$ cat config.mk
export PLATFORM = sky130hd
export DESIGN_NAME = game_speed_ctrl
export DESIGN_NICKNAME = d
export VERILOG_FILES = /design/src/rtl/game_pkg.sv /design/src/rtl/tick_gen.sv /design/src/rtl/game_speed_ctrl.sv
export SDC_FILE = /design/constraint.sdc
export NUM_CORES = 1
export LEC_CHECK = 0
export ABC_AREA = 1
export CORE_AREA = 3 3 58 113
export DETAILED_ROUTE_END_ITERATION = 12
export DIE_AREA = 0 0 61 116
export PLACE_DENSITY = 0.63
export SYNTH_ARGS = -nofsm -noshare
export SYNTH_HDL_FRONTEND = slang
export SYNTH_SLANG_ARGS = --single-unit
export TNS_END_PERCENT = 10
$ cat constraint.sdc
create_clock -name clk -period 1.5 [get_ports clk]
set_input_delay 0.15 -clock clk [delete_from_list [all_inputs] [get_ports clk]]
set_output_delay 0.15 -clock clk [all_outputs]
set_load 0.05 [all_outputs]
$ cat src/rtl/game_pkg.sv
// Shared types and constants for the game speed sequencer: FSM states,
// speed select codes and the saturating score limit.
package game_pkg;

  typedef enum logic [2:0] {
    ST_IDLE,
    ST_ARM,
    ST_RUN,
    ST_LEVEL,
    ST_OVER
  } state_e;

  localparam logic [1:0] SPEED_SLOW = 2'd0;
  localparam logic [1:0] SPEED_MID  = 2'd1;
  localparam logic [1:0] SPEED_FAST = 2'd2;

  localparam logic [7:0] SCORE_MAX = 8'd255;

  function automatic logic [7:0] score_inc(input logic [7:0] s);
    return (s == SCORE_MAX) ? s : s + 8'd1;
  endfunction

endpackage

$ cat src/rtl/tick_gen.sv
// Free-running prescaler: one-cycle registered tick every TICK_DIV clocks,
// high while the count sits at TICK_DIV-1.
module tick_gen #(
  parameter int unsigned TICK_DIV = 5_000_000
) (
  input  logic clk,
  input  logic rst,
  output logic tick
);

  localparam int unsigned CW = (TICK_DIV > 1) ? $clog2(TICK_DIV) : 1;
  localparam logic [CW-1:0] CNT_LAST = CW'(TICK_DIV - 1);

  logic [CW-1:0] cnt_q, cnt_d;
  logic          tick_q, tick_d;

  // Tick is registered from the next count so it lines up with count==LAST.
  always_comb begin
    cnt_d  = (cnt_q == CNT_LAST) ? '0 : cnt_q + 1'b1;
    tick_d = (cnt_d == CNT_LAST);
  end

  always_ff @(posedge clk or negedge rst) begin
    if (!rst) begin
      cnt_q  <= '0;
      tick_q <= 1'b0;
    end else begin
      cnt_q  <= cnt_d;
      tick_q <= tick_d;
    end
  end

  assign tick = tick_q;

endmodule

$ cat src/rtl/game_speed_ctrl.sv
// Round/level sequencer for the speed timer: enable gating, speed select,
// score / miss tracking and game-over, plus the 100 ms tick.
module game_speed_ctrl
  import game_pkg::*;
#(
  parameter int unsigned TICK_DIV       = 5_000_000,
  parameter int unsigned HITS_PER_LEVEL = 4,
  parameter int unsigned MAX_MISSES     = 3
) (
  input  logic       clk,
  input  logic       rst,
  input  logic       start,
  input  logic       hit,
  input  logic       timeout,
  output logic       enable,
  output logic [1:0] speed,
  output logic       ms100,
  output logic       level_up,
  output logic       game_over,
  output logic [7:0] score
);

  localparam int unsigned HW = $clog2(HITS_PER_LEVEL + 1);
  localparam int unsigned MW = $clog2(MAX_MISSES + 1);
  localparam logic [HW-1:0] HITS_LAST = HW'(HITS_PER_LEVEL - 1);
  localparam logic [MW-1:0] MISS_LAST = MW'(MAX_MISSES - 1);

  state_e        state_q, state_d;
  logic [7:0]    score_q, score_d;
  logic [HW-1:0] hits_q, hits_d;
  logic [MW-1:0] misses_q, misses_d;
  logic [1:0]    speed_q, speed_d;
  logic          enable_q, level_up_q, game_over_q;

  tick_gen #(
    .TICK_DIV(TICK_DIV)
  ) u_tick_gen (
    .clk  (clk),
    .rst  (rst),
    .tick (ms100)
  );

  always_comb begin
    state_d  = state_q;
    score_d  = score_q;
    hits_d   = hits_q;
    misses_d = misses_q;
    speed_d  = speed_q;
    unique case (state_q)
      ST_IDLE, ST_OVER: begin
        if (start) begin
          state_d  = ST_ARM;
          score_d  = '0;
          hits_d   = '0;
          misses_d = '0;
          speed_d  = SPEED_SLOW;
        end
      end
      ST_ARM: state_d = ST_RUN;
      ST_RUN: begin
        // A hit wins over a same-cycle timeout; the timeout is discarded.
        if (hit) begin
          score_d = score_inc(score_q);
          if (hits_q == HITS_LAST) begin
            hits_d = '0;
            if (speed_q < SPEED_FAST) state_d = ST_LEVEL;
          end else begin
            hits_d = hits_q + 1'b1;
          end
        end else if (timeout) begin
          misses_d = misses_q + 1'b1;
          if (misses_q == MISS_LAST) state_d = ST_OVER;
        end
      end
      ST_LEVEL: begin
        speed_d = speed_q + 2'd1;
        state_d = ST_RUN;
      end
      default: state_d = ST_IDLE;
    endcase
  end

  always_ff @(posedge clk or negedge rst) begin
    if (!rst) begin
      state_q     <= ST_IDLE;
      score_q     <= '0;
      hits_q      <= '0;
      misses_q    <= '0;
      speed_q     <= SPEED_SLOW;
      enable_q    <= 1'b0;
      level_up_q  <= 1'b0;
      game_over_q <= 1'b0;
    end else begin
      state_q     <= state_d;
      score_q     <= score_d;
      hits_q      <= hits_d;
      misses_q    <= misses_d;
      speed_q     <= speed_d;
      enable_q    <= (state_d == ST_RUN);
      level_up_q  <= (state_d == ST_LEVEL);
      game_over_q <= (state_d == ST_OVER);
    end
  end

  assign enable    = enable_q;
  assign speed     = speed_q;
  assign level_up  = level_up_q;
  assign game_over = game_over_q;
  assign score     = score_q;

endmodule
==> results of run 1 <==
## cells in the final DEF (no fill, tap or decap), types with 2 or more instances in the layout
master           synthesis  final
xor2_1                   7      7
dfrtp_1                 45     42
clkbuf_16                0      5
o21ai_0                 12     12
nand2_2                  3     10
nand2_4                  0      2
ha_1                     4      2
inv_2                    2      4
nand2_1                 88     79
nor3_1                   5      4
nor2_1                  49     41
nand3_2                  1      4
nor2_4                   3      7
clkdlybuf4s50_1          0      3
buf_4                    0     78
nand4_1                  6      6
nand3_1                 29     26
inv_1                   57     54
o21ai_1                  3      3
buf_12                   0      3
a21oi_1                 11     11
clkinvlp_4               0      2
dfrtp_2                  0      3
nor2_2                  12     16
## state kept, by name, summed over array words and instances, names as in the netlist
name	count
u_tick_gen.cnt_q	23
score	8
hits_q	3
state_q	3
misses_q	2
speed	2
enable	1
game_over	1
level_up	1
u_tick_gen.tick	1
## kinds of logic after synthesis
family                     count (synthesis)  synth area share [%]
DFF                                       45                  44.5
xor gates and xnor gates                   8                  2.77
muxes                                      1                 0.445
AOI/OAI and AO/OA                         30                  6.32
buffers and inverters                     60                  8.89
adders and majority gates                  4                  1.98
and+or+nand+nor                          199                  35.1
## what timing repair did
| action | CTS | global route |
|---|---|---|
| hold buffers | 1 | 0 |
| endpoints found under the hold margin | 16 | 0 |
| gates resized for setup | 15 | 18 |
| pin swaps | 1 | 11 |
| endpoints found under the setup margin | 15 | 24 |
| buffers inserted | 0 | 2 |
## power breakdown
group / total, mW / switching (mW) / internal (mW)
clock network: 1.30 / 0.471 / 0.831
logic: 1.61 / 1.00 / 0.611
registers: 1.52 / 0.126 / 1.40
## layer usage
metal	up-vias	part of all wire [%]
met4	0	4.4
met5	-	0
li1	1277	-
met1	1187	32
met2	48	61
met3	20	2.8
## final timing paths
| kind | startpoint | endpoint | slack [ns] | cells past startpoint |
|---|---|---|---|---|
| setup reg to reg | u_tick_gen.cnt_q[1] | u_tick_gen.tick | -0.26 | 13 |
| setup / recovery | u_tick_gen.cnt_q[1] | u_tick_gen.tick | -0.26 | 13 |
| hold reg to reg | score[3] | score[3] | 0.50 | 1 |
| hold / removal | rst | u_tick_gen.cnt_q[19] | 0.33 | 2 |
| max in group asynchronous | rst | score[3] | 0.65 | 3 |
| min in group clk | score[3] | score[3] | 0.50 | 1 |
## worst register-to-register path: stages, from the launching register on
cell,delay [ns]
dfrtp_1,0.36
ha_2,0.21
nand2_2,0.07
nor2_4,0.19
nand2_4,0.10
nand2_2,0.07
nand2_2,0.06
nor2_4,0.15
nand2_2,0.07
nor2_2,0.12
nand2_1,0.06
nor2_1,0.11
nand2_1,0.08
nor2_2,0.07
## metrics by stage
| stage | hold slack (ns) | TNS (ns) | total power [mW] | setup slack (ns) | area [µm²] |
|---|---|---|---|---|---|
| floorplan | -0.146 | -0.642 | 2.47 | -0.105 | 2550 |
| global placement | 0.110 | -1.35 | 3.08 | -0.264 | 3290 |
| detailed placement | 0.119 | -1.76 | 3.10 | -0.276 | 3290 |
| CTS | 0.342 | -0.557 | 4.47 | -0.228 | 3530 |
| global route | 0.394 | -2.49 | 4.74 | -0.384 | 3600 |
| finish | 0.329 | -0.916 | 4.44 | -0.262 | 3600 |
## area by class of cell
| type | instances | area [µm²] |
|---|---|---|
| clock buffers | 6 | 139 |
| clock inverters | 2 | 37.5 |
| fillers | 548 | 2200 |
| inverters | 60 | 230 |
| multi-input cells | 242 | 1300 |
| flip-flops and latches | 45 | 1130 |
| well taps | 61 | 76.3 |
| repair buffers | 86 | 691 |
## cell usage after synthesis, drive strengths merged
library cell,instances
nand2,91
nor2,64
inv,59
dfrtp,45
nand3,30
o21ai,15
a21oi,11
xor2,7
nand4,6
nor3,6
ha,4
a21boi,1
a22oi,1
clkinv,1
mux2,1
nor3b,1
nor4,1
o21bai,1
o31ai,1
xnor2,1
==> out/summary.log, run 1 <==
[outcome] outcome finished, violations left
[outcome] violations in the final reports setup timing
[power] largest vdd supply drop 1.11 mV
[clock_network] clock transition at the registers of the reported paths 0.06 ns
[clock_network] root buffer selected by CTS clkbuf_16
[sta] Setup WS post-layout -0.262 ns
[grt] met2 Resource Use GR 44.7%
[floorplan] DIE HEIGHT 116 µm
[clock_network] insertion delay of the later-clocked pin in the worst-skew pair 0.29 ns
[layout] Finished Core Util 62.1%
[critical_path] Buffers & Inverters on Critical Path 0
[placed_design] Cell Count Post-Placement 491
[grt] maximum number of pins on one net before global-route repair 30
[synth] Unique masters post-synth 27
[grt] met3 track demand over resource 4.46%
[drt] drc violations 0
[sta] slew of the pin with the lowest slew margin 0.445 ns
[critical_path] data required time of the critical path 1.73 ns
[grt] gr ovfl total 0
[critical_path] cell family with the largest share of critical-path delay simple AND/OR/NAND/NOR gates
[sta] final critical-path share of the clock period 117%
[layout] final cell count without fillers 502
[layout] layout overhead on the synthesized area 42.3%
[critical_path] critical-path cell with the highest stage delay dfrtp_1
[synth] share of the synthesized area in the top cell type 44.5%
[synth] Warnings, synthesis 0
[placed_design] count of port buffers added during placement 18
[drt] final WL 7240 µm
[sta] Rel. slew slack 70.3%
[grt] via count of the first global-routing pass 2,617
[clock_network] number of buffers added by the clock tree synthesis step 5
[sta] final setup vio count 10
[critical_path] Crit path largest cell delay 0.36 ns
[sta] clock skew 0.00390 ns
[drt] post-detailed-route count of antenna-violating nets 0
[sta] highest clock rate 568 MHz
[grt] first-pass GRT wire length 12,000 µm
[synth] sequential fraction of the synthesis area 44.5%
[synth] cell taking the most area after synthesis dfrtp_1
[drt] detailed-router iteration count before antenna repair 4
[floorplan] area of the placeable core 5810 µm²
[drt] Vias 2,532
[synth] post-synthesis cell area 2530 µm²
[layout] net total in the final layout 449
[floorplan] Rows 39
[placed_design] half-perimeter wire length of the detailed placement result 5540 µm
[grt] met1 GRT Util 21.2%
[floorplan] Initial Utilization 43.6%
[critical_path] Arr. time, crit path 1.99 ns
[clock_network] # clock sinks 45
[drt] ratio of routed vias to standard cells 5.04
[clock_network] H-tree depth 2
[grt] routing layer with the top usage in global route met2
[critical_path] Max Fanout on Critical Path 4
[power] Pwr per Cell Area 1230 nW/µm²
[layout] # diodes 0
[synth] Mapped Cells 347
[synth] Yosys reg bits 45
[grt] initial antenna violation count 0
[drt] Starting DRT DRC Count 99
[sta] RSZ-0062 raised after global routing yes
[floorplan] num ports 19
[critical_path] kind of start point of the critical path flip-flop
[layout] proportion of layout cells with a drive suffix above 1 32.9%
[synth] cells taking the most area after synthesis dfrtp_1, nand2_1, inv_1
[job] Maximum Capacitance Violations 0
[floorplan] die span in x 61 µm
[critical_path] crit-path most repeated cell nand2_2
[power] Leakage Power 1.82 nW
[critical_path] crit path capture type flip-flop
[critical_path] series of cell instances along the critical path ha_2 > nand2_2 > nor2_4 > nand2_4 > nand2_2 > nand2_2 > nor2_4 > nand2_2 > nor2_2 > nand2_1 > nor2_1 > nand2_1 > nor2_2
[critical_path] category of the critical setup timing path flip-flop to flip-flop
[sta] post-layout min period 1.76 ns
[min_path] Hold Path Class input port to asynchronous set/reset pin
[sta] number of hold violations in the final report 0
[synth] mean area per synthesized cell 7.30 µm²
[clock_network] CTS tree done
[floorplan] area of the die 7080 µm²
[drt] routed wirelength normalized by instance count 14.4 µm
[sta] final number of max-transition violations 0
[grt] Overall Global Routing Usage 23.4%
[synth] Net Count, Synth 356
[placed_design] RD Place Congestion 0.991
[clock_network] clk buf depth 2
Power figures use the tool's default switching activity.
==> inputs of run 2 (changes only) <==
--- a/config.mk
+++ b/config.mk
@@ -9,6 +9,7 @@
 export CORE_AREA = 3 3 58 113
 export DETAILED_ROUTE_END_ITERATION = 12
 export DIE_AREA = 0 0 61 116
+export HOLD_SLACK_MARGIN = 0.06
 export PLACE_DENSITY = 0.63
 export SYNTH_ARGS = -nofsm -noshare
 export SYNTH_HDL_FRONTEND = slang
==> results of run 2 <==
Same layout as run 1: the final DEF is identical, and so are final timing and power.
==> inputs of run 3 (changes only) <==
--- a/config.mk
+++ b/config.mk
@@ -11,6 +11,7 @@
 export DIE_AREA = 0 0 61 116
 export HOLD_SLACK_MARGIN = 0.06
 export PLACE_DENSITY = 0.63
+export SKIP_CTS_REPAIR_TIMING = 1
 export SYNTH_ARGS = -nofsm -noshare
 export SYNTH_HDL_FRONTEND = slang
 export SYNTH_SLANG_ARGS = --single-unit
==> out/summary.log, run 3 (synthesized netlist as in run 1, its figures left out) <==
[sta] slew of the pin with the lowest slew margin 0.436 ns [-0.00871 ns]
[grt] routing layer with the top usage in global route met2
[layout] # diodes 0 [unchanged]
[critical_path] kind of start point of the critical path flip-flop
[drt] drc violations 0 [unchanged]
[min_path] Hold Path Class input port to asynchronous set/reset pin
[critical_path] beginning of the worst register-to-register path u_tick_gen.cnt_q[1]
[clock_network] CTS tree done
[sta] final critical-path share of the clock period 121% [+3.7 points]
[power] Pwr per Cell Area 1220 nW/µm² [-0.64%]
[clock_network] root buffer selected by CTS clkbuf_16
[grt] via count of the first global-routing pass 2,592 [-0.96%]
[sta] final setup vio count 14 [+4]
[grt] met2 Resource Use GR 44.2% [-0.43 points]
[sta] Fin Hold WS 0.325 ns [-0.00316 ns]
[drt] Starting DRT DRC Count 104 [+5.1%]
[critical_path] Arr. time, crit path 2.04 ns [+0.05 ns]
[layout] Reg with most FFs u_tick_gen.cnt_q
[floorplan] num ports 19 [unchanged]
[grt] met3 track demand over resource 4.12% [-0.33 points]
[floorplan] Rows 39 [unchanged]
[layout] max reg flops 23 [unchanged]
[sta] post-layout min period 1.82 ns [+0.0548 ns]
[grt] maximum number of pins on one net before global-route repair 30 [unchanged]
[sta] Rel. slew slack 70.9% [+0.58 points]
[layout] layout overhead on the synthesized area 43.3%
[floorplan] DIE HEIGHT 116 µm [unchanged]
[placed_design] count of port buffers added during placement 18 [unchanged]
[layout] proportion of layout cells with a drive suffix above 1 33.5% [+0.60 points]
[critical_path] crit path capture type flip-flop
[drt] ratio of routed vias to standard cells 4.98 [-1.3%]
[floorplan] area of the placeable core 5810 µm² [unchanged]
[floorplan] Initial Utilization 43.6% [unchanged]
[critical_path] launching instance or port of the critical path u_tick_gen.cnt_q[1]
[floorplan] area of the die 7080 µm² [unchanged]
[grt] met1 GRT Util 21.6% [+0.35 points]
[drt] Vias 2,503 [-1.1%]
[drt] detailed-router iteration count before antenna repair 4 [unchanged]
[placed_design] RD Place Congestion 0.991 [unchanged]
[grt] initial antenna violation count 0 [unchanged]
[critical_path] depth of the most critical reg-to-reg path 13 [unchanged]
[outcome] violations in the final reports setup timing
[clock_network] insertion delay of the later-clocked pin in the worst-skew pair 0.29 ns [about the same]
[layout] net total in the final layout 450 [+0.22%]
[grt] gr ovfl total 0 [unchanged]
[job] Maximum Capacitance Violations 0 [unchanged]
[clock_network] clock transition at the registers of the reported paths 0.06 ns [about the same]
[layout] final cell count without fillers 503 [+0.20%]
[floorplan] die span in x 61 µm [unchanged]
[clock_network] H-tree depth 2 [unchanged]
[drt] routed wirelength normalized by instance count 14.1 µm [-2.0%]
[power] largest vdd supply drop 1.13 mV [+1.9%]
[outcome] outcome finished, violations left
[critical_path] data required time of the critical path 1.73 ns [about the same]
[grt] Overall Global Routing Usage 23.4% [-0.044 points]
[drt] post-detailed-route count of antenna-violating nets 0 [unchanged]
[critical_path] category of the critical setup timing path flip-flop to flip-flop
[sta] clock skew 0.00370 ns [-0.000199 ns]
[sta] Setup WS post-layout -0.316 ns [-0.0548 ns]
[placed_design] half-perimeter wire length of the detailed placement result 5540 µm [unchanged]
[clock_network] # clock sinks 45 [unchanged]
[clock_network] number of buffers added by the clock tree synthesis step 5 [unchanged]
[sta] RSZ-0062 raised after global routing yes
[layout] commonest non-fill, non-tap cells in the layout nand2_1, buf_4, inv_1
[clock_network] clk buf depth 2 [unchanged]
[drt] final WL 7110 µm [-1.8%]
[sta] final number of max-transition violations 0 [unchanged]
[sta] highest clock rate 551 MHz [-3.0%]
[sta] number of hold violations in the final report 0 [unchanged]
[grt] first-pass GRT wire length 11,900 µm [-0.86%]
[power] Leakage Power 1.83 nW [+0.73%]
[placed_design] Cell Count Post-Placement 491 [unchanged]
[critical_path] Max Fanout on Critical Path 4 [unchanged]
[placed_design] worst setup slack before clock tree synthesis -0.276 ns [unchanged]
run 3: worst paths after layout:
kind | slack (ns) | to
min reg2reg | 0.49 | score[3]
max reg2reg | -0.32 | u_tick_gen.tick
min | 0.33 | u_tick_gen.cnt_q[19]
max | -0.32 | u_tick_gen.tick
min in group clk | 0.49 | score[3]
max in group asynchronous | 0.66 | score[1]
run 3: where the power goes:
group          internal [mW]  switching [mW]
clock                  0.831           0.468
sequential              1.40           0.126
combinational          0.622           0.997
run 3: layout make-up:
type / count / area [µm²]
Inverter: 60 / 229
Clock inverter: 2 / 37.5
Timing Repair Buffer: 87 / 706
Fill cell: 547 / 2180
Sequential cell: 45 / 1130
Tap cell: 61 / 76.3
Clock buffer: 6 / 139
Multi-Input combinational cell: 242 / 1310
run 3: critical path, stage by stage, from the launching register on:
cell and delay (ns):
dfrtp_1 0.36, ha_2 0.22, nand2_2 0.07, nor2_4 0.18
nand2_4 0.09, nand2_1 0.09, nand2_2 0.08, nor2_4 0.14
nand2_2 0.07, nor2_2 0.12, nand2_1 0.06, nor2_1 0.11
nand2_1 0.07, nor2_2 0.09
run 3: stage by stage:
stage	util (%)	area (µm²)	setup TNS [ns]	power (mW)
finish	62.5	3630	-1.49	4.44
global route	62.5	3630	-3.24	4.73
CTS	59.8	3470	-1.71	4.42
detailed placement	56.7	3290	-1.76	3.10
global placement	56.7	3290	-1.35	3.08
floorplan	-	2550	-0.642	2.47
run 3: per-layer routing:
metal  up-vias  part of all wire, %
met4         0                  6.5
li1       1276                    -
met1      1149                   32
met5         -                    0
met2        49                   59
met3        29                  2.6
==> RTL edit 1, RTL diff (settings of run 1) <==
Set the parameter `HITS_PER_LEVEL` to 2 (it was 4).
--- a/src/rtl/game_speed_ctrl.sv
+++ b/src/rtl/game_speed_ctrl.sv
@@ -5,5 +5,5 @@
 #(
   parameter int unsigned TICK_DIV       = 5_000_000,
-  parameter int unsigned HITS_PER_LEVEL = 4,
+  parameter int unsigned HITS_PER_LEVEL = 2,
   parameter int unsigned MAX_MISSES     = 3
 ) (
Behaviour: not the same (Yosys sat finds a counterexample within 10 cycles, from zero or initial values and one cycle with rst low).
==> RTL edit 1 against run 1 <==
- the flow still finishes with violations (negative setup slack)
- design area up 3.6%
- setup slack gained 0.14 ns
- sequential cell count decreased by 1
- total power rose by 1.9%
- routed wire length grew 5.6%
- cell count grew 1.8%
- utilization is 2.2 points higher
- clock power hardly changed
- synthesized area decreased by 1.9%
- largest cell class unchanged
==> RTL edit 1: results (changes against run 1) <==
status: "complete, but fails checks"
failed_checks: "negative setup slack"
setup_slack_ns: -0.118  # +0.143 ns
routedWlPerCell_um: 15.0  # +3.7%
place_hpwl_um: 5760  # +4.0%
finClkSkew_ns: 0.00345  # -0.000448 ns
synthTopCellsByArea: "dfrtp_1 (44%), nand2_1 (14%), nor2_1 (8.8%)"
startpoint: "u_tick_gen.cnt_q[4]"
synth_common_cells: "nand2_1 (91), nor2_1 (58), inv_1 (56)"
wl_met3_um: 194  # -5.8%
tightest_slew_ns: 0.484  # +0.0393 ns
met2WireLength_um: 4520  # +3.0%
gp_congestion: 0.933  # -5.9%
synth-seq-area-share: 0.443  # -0.00156
drive_gt1_frac: 0.389  # +0.0601
p_sw_frac: 0.367  # +0.00690
wl_met1_um: 2440  # +4.9%
fin_tns_setup_ns: -0.294  # +0.623 ns
fin_nets: 457  # +1.8%
peakVddDrop_mv: 1.17  # +4.8%
drt_iter0_drc: 111  # +12%
p_int_mw: 2.86  # +0.81%
grt_pass1_wl_um: 12600  # +4.5%
setup_viol: 6  # -4
use_met3: 0.0435  # -0.00111
place_ws_ns: -0.273  # +0.00298 ns
slowest_stage: "dfrtp_2"
syn-num-nets: 355  # -0.28%
[RTL edit 1: kinds of logic after synthesis]
logic type      count (synthesis)  share of synthesized area
simple gates                  210                      0.371
buf+inv                        59                     0.0896
flops                          44                      0.443
compound gates                 25                     0.0584
xor+xnor                        4                     0.0141
fa+ha+maj                       3                     0.0151
mux                             2                    0.00906
[RTL edit 1: final cells by class]
type	instances	share of cell area
inverter	58	0.0590
clock buffer	5	0.0335
tap	61	0.0204
sequential	44	0.298
timing repair buffer	96	0.203
multi-input combinational	244	0.374
clock inverter	3	0.0124
[RTL edit 1: worst min-delay path by stage]
stage,startpoint,end,slack [ns],cells past startpoint
2_1_floorplan,rst,enable,-0.15,0
3_3_place_gp,rst,u_tick_gen.cnt_q[7],0.13,1
3_5_place_dp,rst,u_tick_gen.cnt_q[6],0.14,1
4_1_cts,rst,u_tick_gen.cnt_q[7],0.35,2
5_1_grt,rst,u_tick_gen.cnt_q[15],0.40,2
6_report,rst,u_tick_gen.cnt_q[15],0.34,2
==> RTL edit 2, RTL diff (config.mk and constraints of run 1) <==
Without the edit above. The 5 states of `state_e` get a one-hot encoding in 5 bits.
--- a/src/rtl/game_pkg.sv
+++ b/src/rtl/game_pkg.sv
@@ -3,10 +3,10 @@
 package game_pkg;
 
-  typedef enum logic [2:0] {
-    ST_IDLE,
-    ST_ARM,
-    ST_RUN,
-    ST_LEVEL,
-    ST_OVER
+  typedef enum logic [4:0] {
+    ST_IDLE  = 5'b00001,
+    ST_ARM   = 5'b00010,
+    ST_RUN   = 5'b00100,
+    ST_LEVEL = 5'b01000,
+    ST_OVER  = 5'b10000
   } state_e;
 
Check against the original RTL: same outputs for any inputs over 10 cycles, from zero or initial values and one cycle with rst low; not proved beyond that.
==> RTL edit 2 against run 1 <==
- the flow still finishes with violations (negative setup slack)
- total power down 10%
- critical path depth down 2
- synthesized area up 6.0%
- design area up 4.6%
- via count up 7.9%
- routed wire length up 1.3%
- count of clock-buffer cells in the layout up 1
- setup slack better by 0.073 ns
- sequential cell count up 2
- largest power group unchanged
==> RTL edit 2: results (changes against run 1) <==
pwr-share-clk: 0.277  # -0.016
met1_usage: 0.224  # +0.0123
setup_slack_ns: -0.188  # +0.0735 ns
use_met3: 0.0390  # -0.00557
p_int_mw: 2.63  # -7.3%
clkbuf_count: 7  # +1
seq_area_um2: 1180  # +4.5%
synth-seq-cells: 47  # +4.4%
synth_common_cells: "nand2_1 (104), nor2_1 (58), inv_1 (56)"
post_dp_cell_area_um2: 3390  # +2.8%
inverters: 58  # -3.3%
slew_headroom: 0.816  # +0.113
fin_util: 0.649  # +0.0284
p_leak_nw: 1.93  # +6.0%
place_ws_ns: -0.254  # +0.0212 ns
drive_gt1_frac: 0.323  # -0.00622
grt_pass1_wl_um: 12000  # -0.28%
wl_met1_um: 2590  # +11%
multi_input_area_share: 0.384  # +0.0227
failed_checks: "negative setup slack"
postSynthAreaPerCell_um2: 7.16  # -1.9%
routed_wl_um: 7330  # +1.3%
multi_input_cells: 267  # +10%
seq_share: 0.313  # about the same
place_hpwl_um: 5520  # -0.34%
nNonClkBuffers: 85  # -1.2%
yosysWarningCount: 0  # unchanged
pg_comb_mw: 1.45  # -9.9%
reg2reg_depth: 11  # -2
power_clock_mw: 1.11  # -15%
fin_tns_setup_ns: -1.22  # -0.305 ns
holdWs_ns: 0.367  # +0.0384 ns
drt_iter0_drc: 118  # +19%
met2WireLength_um: 4130  # -5.8%
cp_max_fo: 2  # -2
synth-seq-area-share: 0.438  # -0.00617
finClkSkew_ns: 0.0106  # +0.00667 ns
grtUsageTotal: 0.230  # -0.00478
n_fill_cell: 522  # -4.7%
ys_types: 31  # +15%
setup_viol: 14  # +4
grt_max_degree: 48  # +60%
grt_pass1_vias: 2719  # +3.9%
peakVddDrop_mv: 0.913  # -18%
dp.cells: 511  # +4.1%
grt_use_met2: 0.419  # -0.0279
stdcell_count: 526  # +4.8%
gp_congestion: 0.918  # -7.3%
syn-num-nets: 384  # +7.9%
final-clk-cell-share: 0.0372  # -0.0118
fin_nets: 473  # +5.3%
synthTopCellsByArea: "dfrtp_1 (43%), nand2_1 (15%), nor2_1 (8.1%)"
status: "complete, but fails checks"
area_share_nonclk_buffers: 0.188  # -0.00375
[RTL edit 2: cell families (layout without fill, tap and decap cells)]
| logic type | count (synthesis) | count (layout) | synth area share |
|---|---|---|---|
| simple gates | 231 | 231 | 0.381 |
| buf+inv | 61 | 151 | 0.0881 |
| flops | 47 | 47 | 0.438 |
| compound gates | 26 | 26 | 0.0541 |
| xor+xnor | 6 | 6 | 0.0196 |
| fa+ha+maj | 4 | 4 | 0.0186 |
[RTL edit 2: critical path, cell delays in order (launching register included)]
cell and delay [ns]:
dfrtp_1 0.35, buf_4 0.11, nand2_1 0.12, nor2_2 0.15, nand2_1 0.09, nor2_2 0.16
nand2_1 0.08, xor2_1 0.18, nand2_1 0.13, nor2_1 0.11, nand2_1 0.05, nor2_1 0.08
[RTL edit 2: what timing repair did]
item / in CTS / in global routing
buffers inserted: 4 / 1
hold endpoints to repair: 46 / 0
hold buffers: 1 / 0
endpoints found under the setup margin: 20 / 31
gates cloned: 0 / 1
pin swaps: 9 / 9
resized for setup: 12 / 42
